File: src/rtl/alu_uart_if.sv
// Byte-stream front end for the alu: collects A, B, opcode from uart_rx and
// sends the result to uart_tx. Optional opcode filter: ALU_IF_OPCHECK_EN.
module alu_uart_if #(
    parameter int NB_DATA = 8,
    parameter int NB_OP   = 6
) (
    input  logic               i_clk,
    input  logic               i_rst_n,
    input  logic [NB_DATA-1:0] i_rx_data,
    input  logic               i_rx_done,
    output logic [NB_DATA-1:0] o_dato_a,
    output logic [NB_DATA-1:0] o_dato_b,
    output logic [NB_OP-1:0]   o_operation,
    input  logic [NB_DATA-1:0] i_alu_result,
    output logic [NB_DATA-1:0] o_tx_data,
    output logic               o_tx_start,
    input  logic               i_tx_done,
    output logic               o_busy,
    output logic               o_drop
);

    typedef enum logic [2:0] {
        WAIT_A,
        WAIT_B,
        WAIT_OP,
        CALC,
        WAIT_TX
    } state_t;

    state_t state;
    logic   op_ok;

`ifdef ALU_IF_OPCHECK_EN
    // Upper bits must be zero, so the whole byte is matched.
    always_comb begin
        op_ok = 1'b0;
        case (i_rx_data)
            NB_DATA'(8'h20), NB_DATA'(8'h22),
            NB_DATA'(8'h24), NB_DATA'(8'h25),
            NB_DATA'(8'h26), NB_DATA'(8'h27),
            NB_DATA'(8'h03), NB_DATA'(8'h02): op_ok = 1'b1;
            default: op_ok = 1'b0;
        endcase
    end
`else
    assign op_ok = 1'b1;
`endif

    always_ff @(posedge i_clk or negedge i_rst_n) begin
        if (!i_rst_n) begin
            state       <= WAIT_A;
            o_dato_a    <= '0;
            o_dato_b    <= '0;
            o_operation <= '0;
            o_tx_data   <= '0;
            o_tx_start  <= 1'b0;
            o_busy      <= 1'b0;
            o_drop      <= 1'b0;
        end else begin
            o_tx_start <= 1'b0;
            o_drop     <= 1'b0;
            case (state)
                WAIT_A: begin
                    if (i_rx_done) begin
                        o_dato_a <= i_rx_data;
                        state    <= WAIT_B;
                    end
                end
                WAIT_B: begin
                    if (i_rx_done) begin
                        o_dato_b <= i_rx_data;
                        state    <= WAIT_OP;
                    end
                end
                WAIT_OP: begin
                    if (i_rx_done && op_ok) begin
                        o_operation <= i_rx_data[NB_OP-1:0];
                        o_busy      <= 1'b1;
                        state       <= CALC;
                    end else if (i_rx_done) begin
                        o_drop <= 1'b1;
                    end
                end
                CALC: begin
                    o_tx_data  <= i_alu_result;
                    o_tx_start <= 1'b1;
                    o_drop     <= i_rx_done;
                    state      <= WAIT_TX;
                end
                WAIT_TX: begin
                    o_drop <= i_rx_done;
                    // A done pulse alongside our own start belongs to an older transfer.
                    if (i_tx_done && !o_tx_start) begin
                        o_busy <= 1'b0;
                        state  <= WAIT_A;
                    end
                end
                default: begin
                    o_busy <= 1'b0;
                    state  <= WAIT_A;
                end
            endcase
        end
    end

endmodule
File: config.mk
export PLATFORM = sky130hd
export DESIGN_NAME = alu_uart_if
export DESIGN_NICKNAME = d
export VERILOG_FILES = /design/src/rtl/alu_uart_if.sv
export SDC_FILE = /design/constraint.sdc
export NUM_CORES = 1
export LEC_CHECK = 0
export ABC_AREA = 1
export CORE_MARGIN = 5
export CORE_UTILIZATION = 47
export CTS_BUF_LIST = sky130_fd_sc_hd__clkbuf_16
export CTS_CLUSTER_DIAMETER = 60
export DETAILED_ROUTE_END_ITERATION = 12
export GPL_TIMING_DRIVEN = 0
export PLACE_DENSITY = 0.95
export SYNTH_ARGS = -nofsm -noshare
export SYNTH_HDL_FRONTEND = slang
export SYNTH_SLANG_ARGS = --single-unit
File: constraint.sdc
create_clock -name i_clk -period 1.8 [get_ports i_clk]
set_input_delay 0.45 -clock i_clk [delete_from_list [all_inputs] [get_ports i_clk]]
set_output_delay 0.45 -clock i_clk [all_outputs]
set_load 0.03 [all_outputs]
==> flow_summary_export.csv, run 1 <==
group,metric,value,unit
outcome,status,"completed",
detailed_routing,drt-initial-drc-count,53,
power,ir_worst_vdd,1.008,mV
synthesis,synth_area_leaders,"dfrtp_1 61%, nand2_1 15%, o21ai_2 8.3%",
worst_setup_path,cp-end-kind,"output pin",
worst_setup_path,path_delay_family,"buffers and inverters",
grt,grt_pass1_vias,1189,
timing,skew,0.003915,ns
detailed_routing,vias,1189,
power,p_leak,1.061,nW
timing,finalHoldViolations,0,
grt,grt.overflow.total,0,
timing,setup_viol,0,
grt,track_usage,18.57,%
power,swShare,42.39,%
floorplanning,start_util,48.72,%
timing,worst_pin_slew,0.7638,ns
finish,utilization,71.82,%
grt,antenna_found_initial,0,
synthesis,synthCells,148,
worst_setup_path,cp.required,1.35,ns
worst_setup_path,cp_slowest_cell,"clkdlybuf4s50_1",
synthesis,yosys.area.top_type_share,61.07,%
synthesis,ys_warn_count,0,
power,power.total,4.508,mW
finish,syn_to_final_growth,47.41,%
clocking,cts.htree.levels,2,
timing,drv_slew,0,
min_path,worst_hold_path_type,"in2async",
clocking,clkLatencyLatePin,0.27,ns
power,internal_power,2.597,mW
placement,dp_slack,0.02769,ns
clocking,numCtsBuffers,5,
placement,io_buffers,52,
clocking,clk_pin_slew_worst_paths,0.05,ns
floorplanning,die_y,66.03,µm
synthesis,synth.distinct_cells,16,
clocking,root_buffer,"clkbuf_16",
detailed_routing,drc_errors,0,
timing,max_freq,563.5,MHz
clocking,cts_tree,"yes",
finish,fin_area,2175,µm²
timing,setup_ws,0.02540,ns
placement,place_area,2046,µm²
floorplanning,ios,53,
timing,period_share,98.59,%
worst_setup_path,path_buf_inv,1,
power,p_clk_share,17.1,%
synthesis,syn_avg_cell_area,9.967,µm²
floorplanning,core,3028,µm²
power,p_sw,1.911,mW
detailed_routing,dr.pass1.iters,4,
placement,place.gp.congestion,0.8481,
flow_run,maxCapViolCount,0,
clocking,cts_max_path_buffers,2,
synthesis,yosysTopAreaCell,"dfrtp_1",
worst_setup_path,critPathLaunchType,"register",
power,p_comb_share,51.2,%
timing,min_period,1.775,ns
synthesis,synth_seq_cells,36,
floorplanning,die_w,66.03,µm
synthesis,seq_area_frac_synth,61.07,%
worst_setup_path,cp_cell_sequence,"clkdlybuf4s50_1",
detailed_routing,avgRoutedWirePerCell,14.10,µm
finish,mostFrequentLayoutCells,"58 x nand2_1, 48 x clkdlybuf4s50_1, 36 x dfrtp_1",
finish,antenna_cells,0,
power,power_density,2073,nW/µm²
finish,mostFrequentLayoutCell,"nand2_1",
floorplanning,dieArea,4359,µm²
worst_setup_path,crit_fanout,2,
detailed_routing,ant_nets,0,
finish,fillers,221,
detailed_routing,via_per_inst,4.775,
worst_setup_path,slowest_delay,0.69,ns
detailed_routing,drt_wl_total,3512,µm
grt,grt_first_pass_wirelength,5858,µm
timing,hold_ws,0.2503,ns
timing,maxSlewHeadroom,49.08,%
finish,drive_gt1_share,16.59,%
clocking,cts.sinks,36,
power,seq_power_share,31.8,%
timing,rsz0062_at_grt,"false",
clocking,hold_buffers,0,
synthesis,synth_fp_nets,168,
worst_setup_path,crit_type,"reg2out",
finish,nets,227,
grt,grt_max_degree,37,
floorplanning,num_rows,20,
synthesis,syn_area,1475,µm²
worst_setup_path,crit_arrival,1.32,ns
placement,place_hpwl,2482,µm
-- synthesized netlist by cell type, drive strengths merged --
cell and instances:
a21oi 1, nand3 5, o21ai 22, inv 12
dfrtp 36, nand4 2, buf 4, nand2 60
nor2 6
-- cell families after synthesis --
kind of cell | count (synthesis) | share of synthesized area [%]
and+or+nand+nor | 73 | 21.20
DFF | 36 | 61.07
AOI/OAI and AO/OA | 23 | 12.13
buffers and inverters | 16 | 5.597
-- layout make-up --
type | count | area, µm² | share of cell area [%]
buffer | 4 | 37.54 | 1.726
clock buffer | 5 | 125.1 | 5.754
inverter | 12 | 45.04 | 2.071
multi-input combinational | 96 | 491.7 | 22.61
sequential | 36 | 900.9 | 41.43
tap | 44 | 55.05 | 2.532
timing repair buffer | 52 | 519.2 | 23.88
-- state kept, by name, indices dropped and copies added (netlist names) --
register	flops
o_busy	1
o_tx_start	1
o_dato_a	8
o_tx_data	8
o_dato_b	8
o_drop	1
state	3
o_operation	6
-- timing repair --
item | 4_1_cts | 5_1_grt
resized for setup | 1 | 2
hold endpoints to repair | 0 | 0
buffers inserted | 0 | 0
endpoints found under the setup margin | 1 | 2
pin swaps | 0 | 0
-- power by group through the flow --
stage               combinational (mW)  clock (mW)  sequential [mW]
floorplan                        0.737           0             2.09
global placement                  2.28           0             1.42
detailed placement                2.33           0             1.43
CTS                               2.34       0.780             1.43
global route                      2.47       0.830             1.48
finish                            2.31       0.770             1.43
-- worst paths after layout --
kind / cells past startpoint / start / to / slack, ns
max in group asynchronous: 1 / i_rst_n / o_dato_b[6] / 1.06
min in group i_clk: 2 / o_dato_b[7] / o_dato_b[7] / 0.48
min: 1 / i_rst_n / o_tx_data[5] / 0.25
min reg2reg: 2 / o_dato_b[7] / o_dato_b[7] / 0.48
max reg2reg: 5 / state[2] / o_operation[3] / 0.52
max: 1 / o_tx_data[4] / o_tx_data[4] / 0.03
-- stage by stage --
step	setup TNS, ns	instances
finish	0	249
global placement	-15.69	244
floorplan	0	148
detailed placement	0	244
CTS	0	249
global route	0	249
-- routing by layer --
metal / global-route usage (%) / wire length (µm) / vias to the layer above / share of wire [%]
li1: - / - / 586 / -
met1: 22.97 / 1430 / 567 / 41
met2: 29.79 / 1843 / 29 / 52
met3: 6.633 / 167 / 7 / 4.8
met4: 6.853 / 70 / 0 / 2.0
met5: 0 / 0 / - / 0
Power figures use the tool's default switching activity.
==> inputs of run 2 (changes only) <==
Settings changed: CORE_MARGIN 5 to 2.
==> run 2 against run 1 <==
First-iteration DRC count down 30%. Via count is 2.7% higher. Core utilization increased by 0.50 points. Die area decreased by 17%. Clock skew barely moved. Fmax about the same. Worst setup slack got worse by 0.00097 ns. Largest power group unchanged. Highest routed layer unchanged.
==> flow_summary_export.csv, run 2 (synthesized netlist as in run 1, its figures left out) <==
group,metric,value,unit
worst_setup_path,crit_arrival,1.33,ns
finish,reg.largest.list,"o_dato_a: 8 flops, o_dato_b: 8 flops, o_tx_data: 8 flops",
flow_run,maxCapViolCount,0,
timing,worst_pin_slew,0.7663,ns
timing,hold_ws,0.2450,ns
floorplanning,dieArea,3603,µm²
placement,io_buffers,52,
worst_setup_path,crit_fanout,2,
outcome,status,"completed",
grt,grt_max_degree,37,
worst_setup_path,cp_slowest_cell,"clkdlybuf4s50_1",
floorplanning,num_rows,20,
floorplanning,start_util,48.72,%
placement,place_hpwl,2235,µm
timing,finalHoldViolations,0,
timing,period_share,98.64,%
detailed_routing,drt_wl_total,3242,µm
finish,mostFrequentLayoutCells,"58 x nand2_1, 48 x clkdlybuf4s50_1, 36 x dfrtp_1",
worst_setup_path,crit_type,"reg2out",
timing,min_period,1.776,ns
finish,syn_to_final_growth,48.43,%
placement,place.gp.congestion,0.7668,
clocking,cts_tree,"yes",
detailed_routing,drc_errors,0,
detailed_routing,ant_nets,0,
detailed_routing,dr.pass1.iters,4,
timing,rsz0062_at_grt,"false",
timing,skew,0.003609,ns
grt,grt_pass1_vias,1173,
worst_setup_path,slowest_delay,0.69,ns
detailed_routing,drt-initial-drc-count,37,
grt,grt_first_pass_wirelength,5402,µm
timing,drv_slew,0,
clocking,cts_max_path_buffers,2,
grt,grt.overflow.total,0,
clocking,cts.sinks,36,
clocking,numCtsBuffers,5,
worst_setup_path,cp-end-kind,"output pin",
detailed_routing,avgRoutedWirePerCell,12.87,µm
min_path,worst_hold_path_type,"in2async",
clocking,clkLatencyLatePin,0.28,ns
power,p_leak,1.084,nW
timing,setup_viol,0,
floorplanning,die_w,60.03,µm
grt,track_usage,20.94,%
floorplanning,ios,53,
clocking,cts.htree.levels,2,
worst_setup_path,cp.required,1.35,ns
timing,maxSlewHeadroom,48.91,%
finish,fin_area,2190,µm²
clocking,root_buffer,"clkbuf_16",
power,ir_worst_vdd,1.166,mV
worst_setup_path,critPathLaunchType,"register",
grt,antenna_found_initial,0,
finish,antenna_cells,0,
clocking,clk_pin_slew_worst_paths,0.05,ns
worst_setup_path,path_buf_inv,1,
clocking,hold_buffers,0,
finish,drive_gt1_share,16.35,%
finish,fillers,210,
worst_setup_path,cp_cell_sequence,"clkdlybuf4s50_1",
floorplanning,die_y,60.03,µm
detailed_routing,via_per_inst,4.845,
placement,place_area,2046,µm²
power,power_density,2073,nW/µm²
timing,max_freq,563.2,MHz
worst_setup_path,path_delay_family,"buffers and inverters",
detailed_routing,vias,1221,
finish,nets,227,
floorplanning,core,3028,µm²
finish,mostFrequentLayoutCell,"nand2_1",
-- run 2: cell count changes in the layout (fill, tap and decap cells not counted) --
| cell | before | now |
|---|---|---|
| clkinv_1 | 0 | 1 |
| dlygate4sd2_1 | 1 | 0 |
| dlymetal6s2s_1 | 2 | 3 |
| inv_1 | 9 | 11 |
-- run 2: final timing paths --
check / start / endpoint / slack, ns / cells past startpoint
hold reg to reg: o_dato_b[4] / o_dato_b[4] / 0.48 / 2
setup / recovery: o_busy / o_busy / 0.02 / 1
setup reg to reg: state[1] / o_dato_b[5] / 0.55 / 5
hold / removal: i_rst_n / o_tx_data[1] / 0.24 / 1
max in group asynchronous: i_rst_n / o_dato_a[6] / 1.07 / 1
min in group i_clk: o_dato_b[4] / o_dato_b[4] / 0.48 / 2
-- run 2: cell type report --
cell class | count | area, µm² | area share (%)
Clock buffer | 5 | 125.1 | 5.714
Sequential cell | 36 | 900.9 | 41.14
Inverter | 12 | 45.04 | 2.057
Tap cell | 44 | 55.05 | 2.514
Buffer | 4 | 37.54 | 1.714
Multi-Input combinational cell | 96 | 491.7 | 22.46
Timing Repair Buffer | 52 | 523.0 | 23.89
Clock inverter | 3 | 11.26 | 0.5143
-- run 2: stage by stage --
stage               utilization [%]  cells  total power [mW]  TNS, ns  setup WS [ns]
floorplan                         -    148             2.826        0         0.6682
global placement              67.73    244             3.682   -16.15        -0.4494
detailed placement            67.56    244             3.740        0        0.05215
CTS                           72.07    252             4.568        0        0.01517
global route                  72.31    252             4.801        0       0.002857
finish                        72.31    252             4.538        0        0.02443
-- run 2: what timing repair did --
action / 4_1_cts / 5_1_grt
endpoints found under the hold margin: 0 / 0
gates resized for setup: 0 / 3
buffers inserted: 0 / 0
setup endpoints to repair: 0 / 3
-- run 2: layer usage --
metal | share of wire [%] | vias up | global-route usage, %
met5 | 0 | - | 0
met4 | 1.6 | 0 | 7.619
met3 | 4.2 | 5 | 7.359
met2 | 52 | 29 | 34.32
met1 | 42 | 601 | 25.50
li1 | - | 586 | -
-- run 2: power by group --
group / leakage, nW / switching (mW) / internal [mW]
sequential: 0.452 / 0.256 / 1.19
combinational: 0.558 / 1.36 / 0.929
clock: 0.0738 / 0.307 / 0.497
==> inputs of run 3 (changes only) <==
Settings changed: HOLD_SLACK_MARGIN from default to 0.05, SLEW_MARGIN from default to 15.
==> results of run 3 <==
The final DEF is identical to that of run 2; final timing and power are the same.
